### src/rtl/axi_err_responder_pkg.sv
// Shared types for the terminating AXI4+ATOP error responder: channel structs,
// response codes, ATOP bit positions and the read-side FSM encoding.
package axi_err_responder_pkg;
   localparam int unsigned ID_W   = 4;
   localparam int unsigned DATA_W = 64;
   localparam int unsigned ADDR_W = 32;
   localparam int unsigned USER_W = 1;

   localparam logic [1:0] RESP_OKAY   = 2'b00;
   localparam logic [1:0] RESP_SLVERR = 2'b10;
   localparam logic [1:0] RESP_DECERR = 2'b11;

   // atop[5] set means the atomic also returns read data on R
   localparam int unsigned ATOP_R_RESP = 5;

   typedef struct packed {
      logic [ID_W-1:0]   id;
      logic [ADDR_W-1:0] addr;
      logic [7:0]        len;
      logic [2:0]        size;
      logic [1:0]        burst;
      logic [5:0]        atop;
   } aw_chan_t;

   typedef struct packed {
      logic [DATA_W-1:0]   data;
      logic [DATA_W/8-1:0] strb;
      logic                last;
   } w_chan_t;

   typedef struct packed {
      logic [ID_W-1:0]   id;
      logic [ADDR_W-1:0] addr;
      logic [7:0]        len;
      logic [2:0]        size;
      logic [1:0]        burst;
   } ar_chan_t;

   typedef struct packed {
      logic [ID_W-1:0]   id;
      logic [1:0]        resp;
      logic [USER_W-1:0] user;
   } b_chan_t;

   typedef struct packed {
      logic [ID_W-1:0]   id;
      logic [DATA_W-1:0] data;
      logic [1:0]        resp;
      logic              last;
      logic [USER_W-1:0] user;
   } r_chan_t;

   typedef struct packed {
      aw_chan_t aw;
      logic     aw_valid;
      w_chan_t  w;
      logic     w_valid;
      logic     b_ready;
      ar_chan_t ar;
      logic     ar_valid;
      logic     r_ready;
   } axi_req_t;

   typedef struct packed {
      logic    aw_ready;
      logic    w_ready;
      logic    b_valid;
      b_chan_t b;
      logic    ar_ready;
      logic    r_valid;
      r_chan_t r;
   } axi_resp_t;

   typedef enum logic {R_IDLE, R_SEND} r_state_e;
endpackage

### src/rtl/axi_err_responder_fifo.sv
// Small circular FIFO used for the W-pending, B and R bookkeeping queues.
// Callers gate push with full and pop with empty.
module axi_err_responder_fifo #(
   parameter int unsigned DW    = 8,
   parameter int unsigned DEPTH = 4
) (
   input  logic                       clk_i,
   input  logic                       rst_ni,
   input  logic                       push_i,
   input  logic [DW-1:0]              data_i,
   input  logic                       pop_i,
   output logic [DW-1:0]              data_o,
   output logic                       full_o,
   output logic                       empty_o,
   output logic [$clog2(DEPTH+1)-1:0] usage_o
);
   localparam int unsigned PW = (DEPTH > 1) ? $clog2(DEPTH) : 1;
   localparam int unsigned CW = $clog2(DEPTH+1);

   logic [DEPTH-1:0][DW-1:0] mem_q, mem_d;
   logic [PW-1:0]            wptr_q, wptr_d, rptr_q, rptr_d;
   logic [CW-1:0]            cnt_q, cnt_d;

   function automatic logic [PW-1:0] ptr_inc(input logic [PW-1:0] p);
      return (p == PW'(DEPTH-1)) ? '0 : p + 1'b1;
   endfunction

   always_comb begin
      mem_d  = mem_q;
      wptr_d = wptr_q;
      rptr_d = rptr_q;
      if (push_i) begin
         mem_d[wptr_q] = data_i;
         wptr_d        = ptr_inc(wptr_q);
      end
      if (pop_i) rptr_d = ptr_inc(rptr_q);
      cnt_d = cnt_q + CW'(push_i) - CW'(pop_i);
   end

   always_ff @(posedge clk_i) begin
      if (!rst_ni) begin
         mem_q  <= '0;
         wptr_q <= '0;
         rptr_q <= '0;
         cnt_q  <= '0;
      end else begin
         mem_q  <= mem_d;
         wptr_q <= wptr_d;
         rptr_q <= rptr_d;
         cnt_q  <= cnt_d;
      end
   end

   assign data_o  = mem_q[rptr_q];
   assign full_o  = (cnt_q == CW'(DEPTH));
   assign empty_o = (cnt_q == '0);
   assign usage_o = cnt_q;
endmodule

### src/rtl/axi_err_responder.sv
// Terminating AXI4+ATOP slave: accepts everything, answers every B and R beat
// with a fixed error code and fixed read data, keeping burst framing correct.
module axi_err_responder
   import axi_err_responder_pkg::*;
#(
   parameter int unsigned AxiIdWidth   = ID_W,
   parameter int unsigned AxiDataWidth = DATA_W,
   parameter type         req_t        = axi_req_t,
   parameter type         resp_t       = axi_resp_t,
   parameter logic [1:0]  Resp         = RESP_DECERR,
   parameter logic [31:0] RespData     = 32'hCA11_AB1E,
   parameter int unsigned MaxTrans     = 4
) (
   input  logic  clk_i,
   input  logic  rst_ni,
   input  logic  test_i,
   input  req_t  slv_req_i,
   output resp_t slv_resp_o
);
   localparam int unsigned CW = $clog2(MaxTrans+1);
   localparam int unsigned RW = AxiIdWidth + 8;

   logic                  rdy_q, rdy_d;
   r_state_e              state_q, state_d;
   logic [7:0]            cnt_q, cnt_d;

   logic                  wp_full, wp_empty, b_full, b_empty, r_full, r_empty;
   logic [AxiIdWidth-1:0] wp_head, b_head;
   logic [RW-1:0]         r_head, r_in;
   logic [CW-1:0]         r_usage, unused_wp_usage, unused_b_usage;

   logic aw_atop_r, aw_ready, aw_hs, atop_push;
   logic ar_ready, ar_hs, r_push;
   logic w_ready, w_last_hs;
   logic b_valid, b_hs;
   logic r_valid, r_last, r_hs, r_last_hs, r_drain;

   // readies are held low for the first cycle out of reset
   assign aw_atop_r = slv_req_i.aw.atop[ATOP_R_RESP];
   assign aw_ready  = rdy_q & ~wp_full & (~aw_atop_r | ~r_full);
   assign aw_hs     = slv_req_i.aw_valid & aw_ready;
   assign atop_push = aw_hs & aw_atop_r;

   // an atomic needing read data owns the single R-queue push port this cycle
   assign ar_ready  = rdy_q & ~r_full & ~atop_push;
   assign ar_hs     = slv_req_i.ar_valid & ar_ready;
   assign r_push    = atop_push | ar_hs;
   assign r_in      = atop_push ? {slv_req_i.aw.id, slv_req_i.aw.len}
                                : {slv_req_i.ar.id, slv_req_i.ar.len};

   assign w_ready   = rdy_q & ~wp_empty & ~b_full;
   assign w_last_hs = slv_req_i.w_valid & w_ready & slv_req_i.w.last;

   assign b_valid   = ~b_empty;
   assign b_hs      = b_valid & slv_req_i.b_ready;

   assign r_valid   = ~r_empty;
   assign r_last    = r_valid & (cnt_q == r_head[7:0]);
   assign r_hs      = r_valid & slv_req_i.r_ready;
   assign r_last_hs = r_hs & r_last;
   assign r_drain   = r_last_hs & (r_usage == CW'(1)) & ~r_push;

   axi_err_responder_fifo #(.DW(AxiIdWidth), .DEPTH(MaxTrans)) i_wp_fifo (
      .clk_i, .rst_ni,
      .push_i (aw_hs),     .data_i (slv_req_i.aw.id),
      .pop_i  (w_last_hs), .data_o (wp_head),
      .full_o (wp_full),   .empty_o(wp_empty), .usage_o(unused_wp_usage)
   );

   axi_err_responder_fifo #(.DW(AxiIdWidth), .DEPTH(MaxTrans)) i_b_fifo (
      .clk_i, .rst_ni,
      .push_i (w_last_hs), .data_i (wp_head),
      .pop_i  (b_hs),      .data_o (b_head),
      .full_o (b_full),    .empty_o(b_empty), .usage_o(unused_b_usage)
   );

   axi_err_responder_fifo #(.DW(RW), .DEPTH(MaxTrans)) i_r_fifo (
      .clk_i, .rst_ni,
      .push_i (r_push),    .data_i (r_in),
      .pop_i  (r_last_hs), .data_o (r_head),
      .full_o (r_full),    .empty_o(r_empty), .usage_o(r_usage)
   );

   always_comb begin
      rdy_d   = 1'b1;
      state_d = state_q;
      cnt_d   = cnt_q;
      if (r_hs) cnt_d = r_last ? 8'd0 : cnt_q + 8'd1;
      unique case (state_q)
         R_IDLE:  if (r_valid && !r_drain) state_d = R_SEND;
         R_SEND:  if (r_drain) state_d = R_IDLE;
         default: state_d = R_IDLE;
      endcase
   end

   always_ff @(posedge clk_i) begin
      if (!rst_ni) begin
         rdy_q   <= 1'b0;
         state_q <= R_IDLE;
         cnt_q   <= '0;
      end else begin
         rdy_q   <= rdy_d;
         state_q <= state_d;
         cnt_q   <= cnt_d;
      end
   end

   always_comb begin
      slv_resp_o          = '0;
      slv_resp_o.aw_ready = aw_ready;
      slv_resp_o.w_ready  = w_ready;
      slv_resp_o.ar_ready = ar_ready;
      slv_resp_o.b_valid  = b_valid;
      slv_resp_o.r_valid  = r_valid;
      if (b_valid) begin
         slv_resp_o.b.id   = b_head;
         slv_resp_o.b.resp = Resp;
      end
      if (r_valid) begin
         slv_resp_o.r.id   = r_head[RW-1:8];
         slv_resp_o.r.data = {(AxiDataWidth/32){RespData}};
         slv_resp_o.r.resp = Resp;
         slv_resp_o.r.last = r_last;
      end
   end

   // write data and most address attributes are intentionally ignored
   logic unused_ok;
   assign unused_ok = ^{test_i, slv_req_i.w.data, slv_req_i.w.strb,
                        slv_req_i.aw.addr, slv_req_i.aw.size, slv_req_i.aw.burst,
                        slv_req_i.aw.atop[4:0], slv_req_i.ar.addr,
                        slv_req_i.ar.size, slv_req_i.ar.burst,
                        unused_wp_usage, unused_b_usage};
endmodule

### config.mk
export PLATFORM = sky130hd
export DESIGN_NAME = axi_err_responder
export DESIGN_NICKNAME = d
export VERILOG_FILES = /design/src/rtl/axi_err_responder_pkg.sv /design/src/rtl/axi_err_responder_fifo.sv /design/src/rtl/axi_err_responder.sv
export SDC_FILE = /design/constraint.sdc
export NUM_CORES = 1
export LEC_CHECK = 0
export BUFFER_PORTS_ARGS = -buffer_cell sky130_fd_sc_hd__buf_2
export CAP_MARGIN = 40
export CORE_MARGIN = 2
export CORE_UTILIZATION = 43
export DETAILED_ROUTE_END_ITERATION = 6
export MAX_ROUTING_LAYER = met4
export PLACE_DENSITY = 0.76
export SLEW_MARGIN = 5
export SYNTH_ARGS = -nofsm -noshare
export SYNTH_HDL_FRONTEND = slang
export SYNTH_SLANG_ARGS = --single-unit
### constraint.sdc
create_clock -name clk_i -period 3.1 [get_ports clk_i]
set_clock_uncertainty 0.05 [all_clocks]
set_input_delay 0.93 -clock clk_i [delete_from_list [all_inputs] [get_ports clk_i]]
set_output_delay 0.93 -clock clk_i [all_outputs]
set_load 0.01 [all_outputs]
==> results.ini <==
[run_status]
status=complete, but fails checks
violations=negative setup slack

[sta]
worst_slew_pin_slew_ps=648.5
fin_ws_ps=-23.29
finalHoldViolations=0
fin_crit_sh_pct=100.8
max_slew_margin_pct=56.70
setup_viol=1
drv_slew=0
timing.final.crit_period_ps=3123
rsz0062_at_grt=true
clock.fmax_ghz=0.3202

[logic_synthesis]
mappedNetlistArea_sq_um=5918
ys_top_cells_by_area=dfxtp_1 37%, buf_4 9.6%, a211oi_1 6.2%
synth.avg_cell_area_sq_um=8.953
yosys_register_bits=110
synth_ff_type=dfxtp_1
yosys_warnings=0
synth_seq_area_share_pct=37.21
synth_top_area_share_pct=37.21
ys_types=45
syn-instance-count=661
yosysTopAreaCell=dfxtp_1
async_flop_share_pct=0
synth_edf_count=0

[clock_tree]
numClockSinks=110
clk_pin_slew_worst_paths_ps=70
h-tree-depth=3
cts_made_buffers=9
holdBufCountCts=0
root_buffer=clkbuf_16
insertion_delay_ps=350
clockBufferDepth=2
cts_tree=yes

[drt]
dr.first_iter.drc_count=250
antenna_left=0
wire_per_inst_microns=13.63
dr_total_vias=4403
wl_met1_microns=5602
post-route-drc-count=0
dr_wl_met3_microns=638
wirelength_microns=12020
dr.pass1.iters=4
maxUsedRoutingLayer=met4
via_per_inst=4.992
wl_met2_microns=5593

[global_route]
track_usage_pct=17.22
grt_pass1_vias=3937
gr-total-overflow=0
antenna_found_initial=0
grt_pass1_wl_microns=19500
grt_start_max_net_pins=67

[final_layout]
fillers=1250
fin_area_sq_um=6496
area_growth_pct=9.767
final_cell_mix=108 x dfxtp_1, 80 x buf_2, 69 x nor2_1, 61 x nand2_1, 49 x a211oi_1
utilization_pct=48.67
diodes=0
drive_gt1_share_pct=22.38
layout.nets=911
layout_commonest_cell=dfxtp_1

[die]
die_w_microns=121.3
die_height_microns=121.3
core_sq_um=13350
num_rows=42
die-area_sq_um=14720
start_util_pct=44.34
io_pins=269

[hold_path]
min_path_type=reg -> reg
worstHoldStart=i_wp_fifo.mem_q[7]
min_to=i_wp_fifo.mem_q[7]
whs_path_depth=2

[flow_run]
max-cap-violations=0

[setup_path]
rr_worst_depth=17
path_class=reg -> out
worst_setup_path_start_kind=register
r2r-end=cnt_q[1]
required_ps=2120
rrSetupSlack_ps=50
r2r_start=i_r_fifo.rptr_q[0]
path_max_fanout=4
cp.arrival_ps=2140
endpoint_kind=primary output

[placement]
placed_area_sq_um=6027
port_buffers=80
place_hpwl_microns=8343
gp_congestion=0.7938

[power]
vdd_ir_drop_max_mv=0.3376
p_leak_nw=2.539
powerDensity_nw_per_um2=714.7

-- timing repair --
action | CTS | global route
setup endpoints to repair | 1 | 4
setup buffers | 10 | 5
pin swaps | 3 | 3
gates resized for setup | 7 | 14
-- cell type report --
cell class / count / area (sq um) / share of cell area [%]
clock inverters: 4 / 70.07 / 1.079
flip-flops and latches: 110 / 2207 / 33.98
multi-input cells: 448 / 3017 / 46.44
clock buffers: 12 / 246.5 / 3.794
inverters: 24 / 90.09 / 1.387
repair buffers: 108 / 645.6 / 9.938
well taps: 176 / 220.2 / 3.390
-- stage by stage --
| step | cells | power (W) | hold slack [ps] | setup TNS, ps | setup WS (ps) |
|---|---|---|---|---|---|
| 2_1_floorplan | 696 | 0.003243 | 383.1 | 0 | 186.7 |
| 3_3_place_gp | 855 | 0.003226 | 390.2 | 0 | 93.86 |
| 3_5_place_dp | 855 | 0.003258 | 398.4 | 0 | 40.65 |
| 4_1_cts | 881 | 0.004604 | 407.5 | -41.04 | -41.04 |
| 5_1_grt | 882 | 0.004954 | 418.0 | -280.5 | -160.2 |
| 6_report | 882 | 0.004643 | 404.3 | -23.29 | -23.29 |
-- metal layers --
layer | vias up | GRT usage (%)
li1 | 2226 | -
met3 | 14 | 3.289
met2 | 132 | 26.83
met5 | - | -
met1 | 2031 | 22.93
met4 | 0 | 4.957
-- cell usage after synthesis, types with 4 or more instances --
cell / count
mux4_2: 12
inv_1: 24
ha_1: 22
xnor2_1: 10
nor2_1: 69
and2_1: 22
buf_6: 4
buf_4: 76
a21oi_1: 41
nor2b_1: 5
clkbuf_1: 19
buf_2: 11
mux2i_1: 29
nor3_1: 14
dfxtp_1: 110
nand3_1: 36
a211oi_1: 49
xor2_1: 5
nand2_1: 61
-- critical path, cell delays in order, from the launching register on --
cell,delay (ps)
dfxtp_4,370
buf_6,120
mux4_2,530
xnor2_2,200
nand2_1,80
nor3_2,120
nand3_2,110
nor2b_1,120
buf_2,140
-- sequential cells by signal, summed over array words and instances (netlist names), 3 cells and up --
| register | flops |
|---|---|
| i_wp_fifo.mem_q | 16 |
| i_wp_fifo.usage_o | 3 |
| i_r_fifo.mem_q | 48 |
| i_b_fifo.mem_q | 16 |
| i_r_fifo.usage_o | 3 |
| cnt_q | 8 |
| i_b_fifo.usage_o | 3 |
-- cells by family after synthesis --
| kind of cell | synth area share (%) |
|---|---|
| xor+xnor | 2.769 |
| other cells | 0.06336 |
| flops | 37.21 |
| mux | 11.18 |
| fa+ha+maj | 5.666 |
| buf+inv | 14.76 |
| simple gates | 17.34 |
| compound gates | 11.01 |
-- worst max-delay path by stage --
stage | from | to | slack [ps] | cells past startpoint
after floorplan | i_r_fifo.rptr_q[0] | i_r_fifo.usage_o[2] | 190 | 13
after global placement | i_r_fifo.rptr_q[0] | i_r_fifo.usage_o[2] | 90 | 14
after detailed placement | i_r_fifo.rptr_q[0] | i_r_fifo.usage_o[2] | 40 | 15
after CTS | i_r_fifo.rptr_q[0] | slv_resp_o[1] | -40 | 8
after global routing | i_r_fifo.rptr_q[0] | slv_resp_o[1] | -160 | 8
final | i_r_fifo.rptr_q[0] | slv_resp_o[1] | -20 | 8
-- report_power, final --
part / internal, W / switching, W
registers: 0.00153 / 0.000114
clock network: 0.000728 / 0.000503
logic: 0.000810 / 0.000953
total: 0.00307 / 0.00157
No activity file was read; power rests on OpenSTA's default activity.
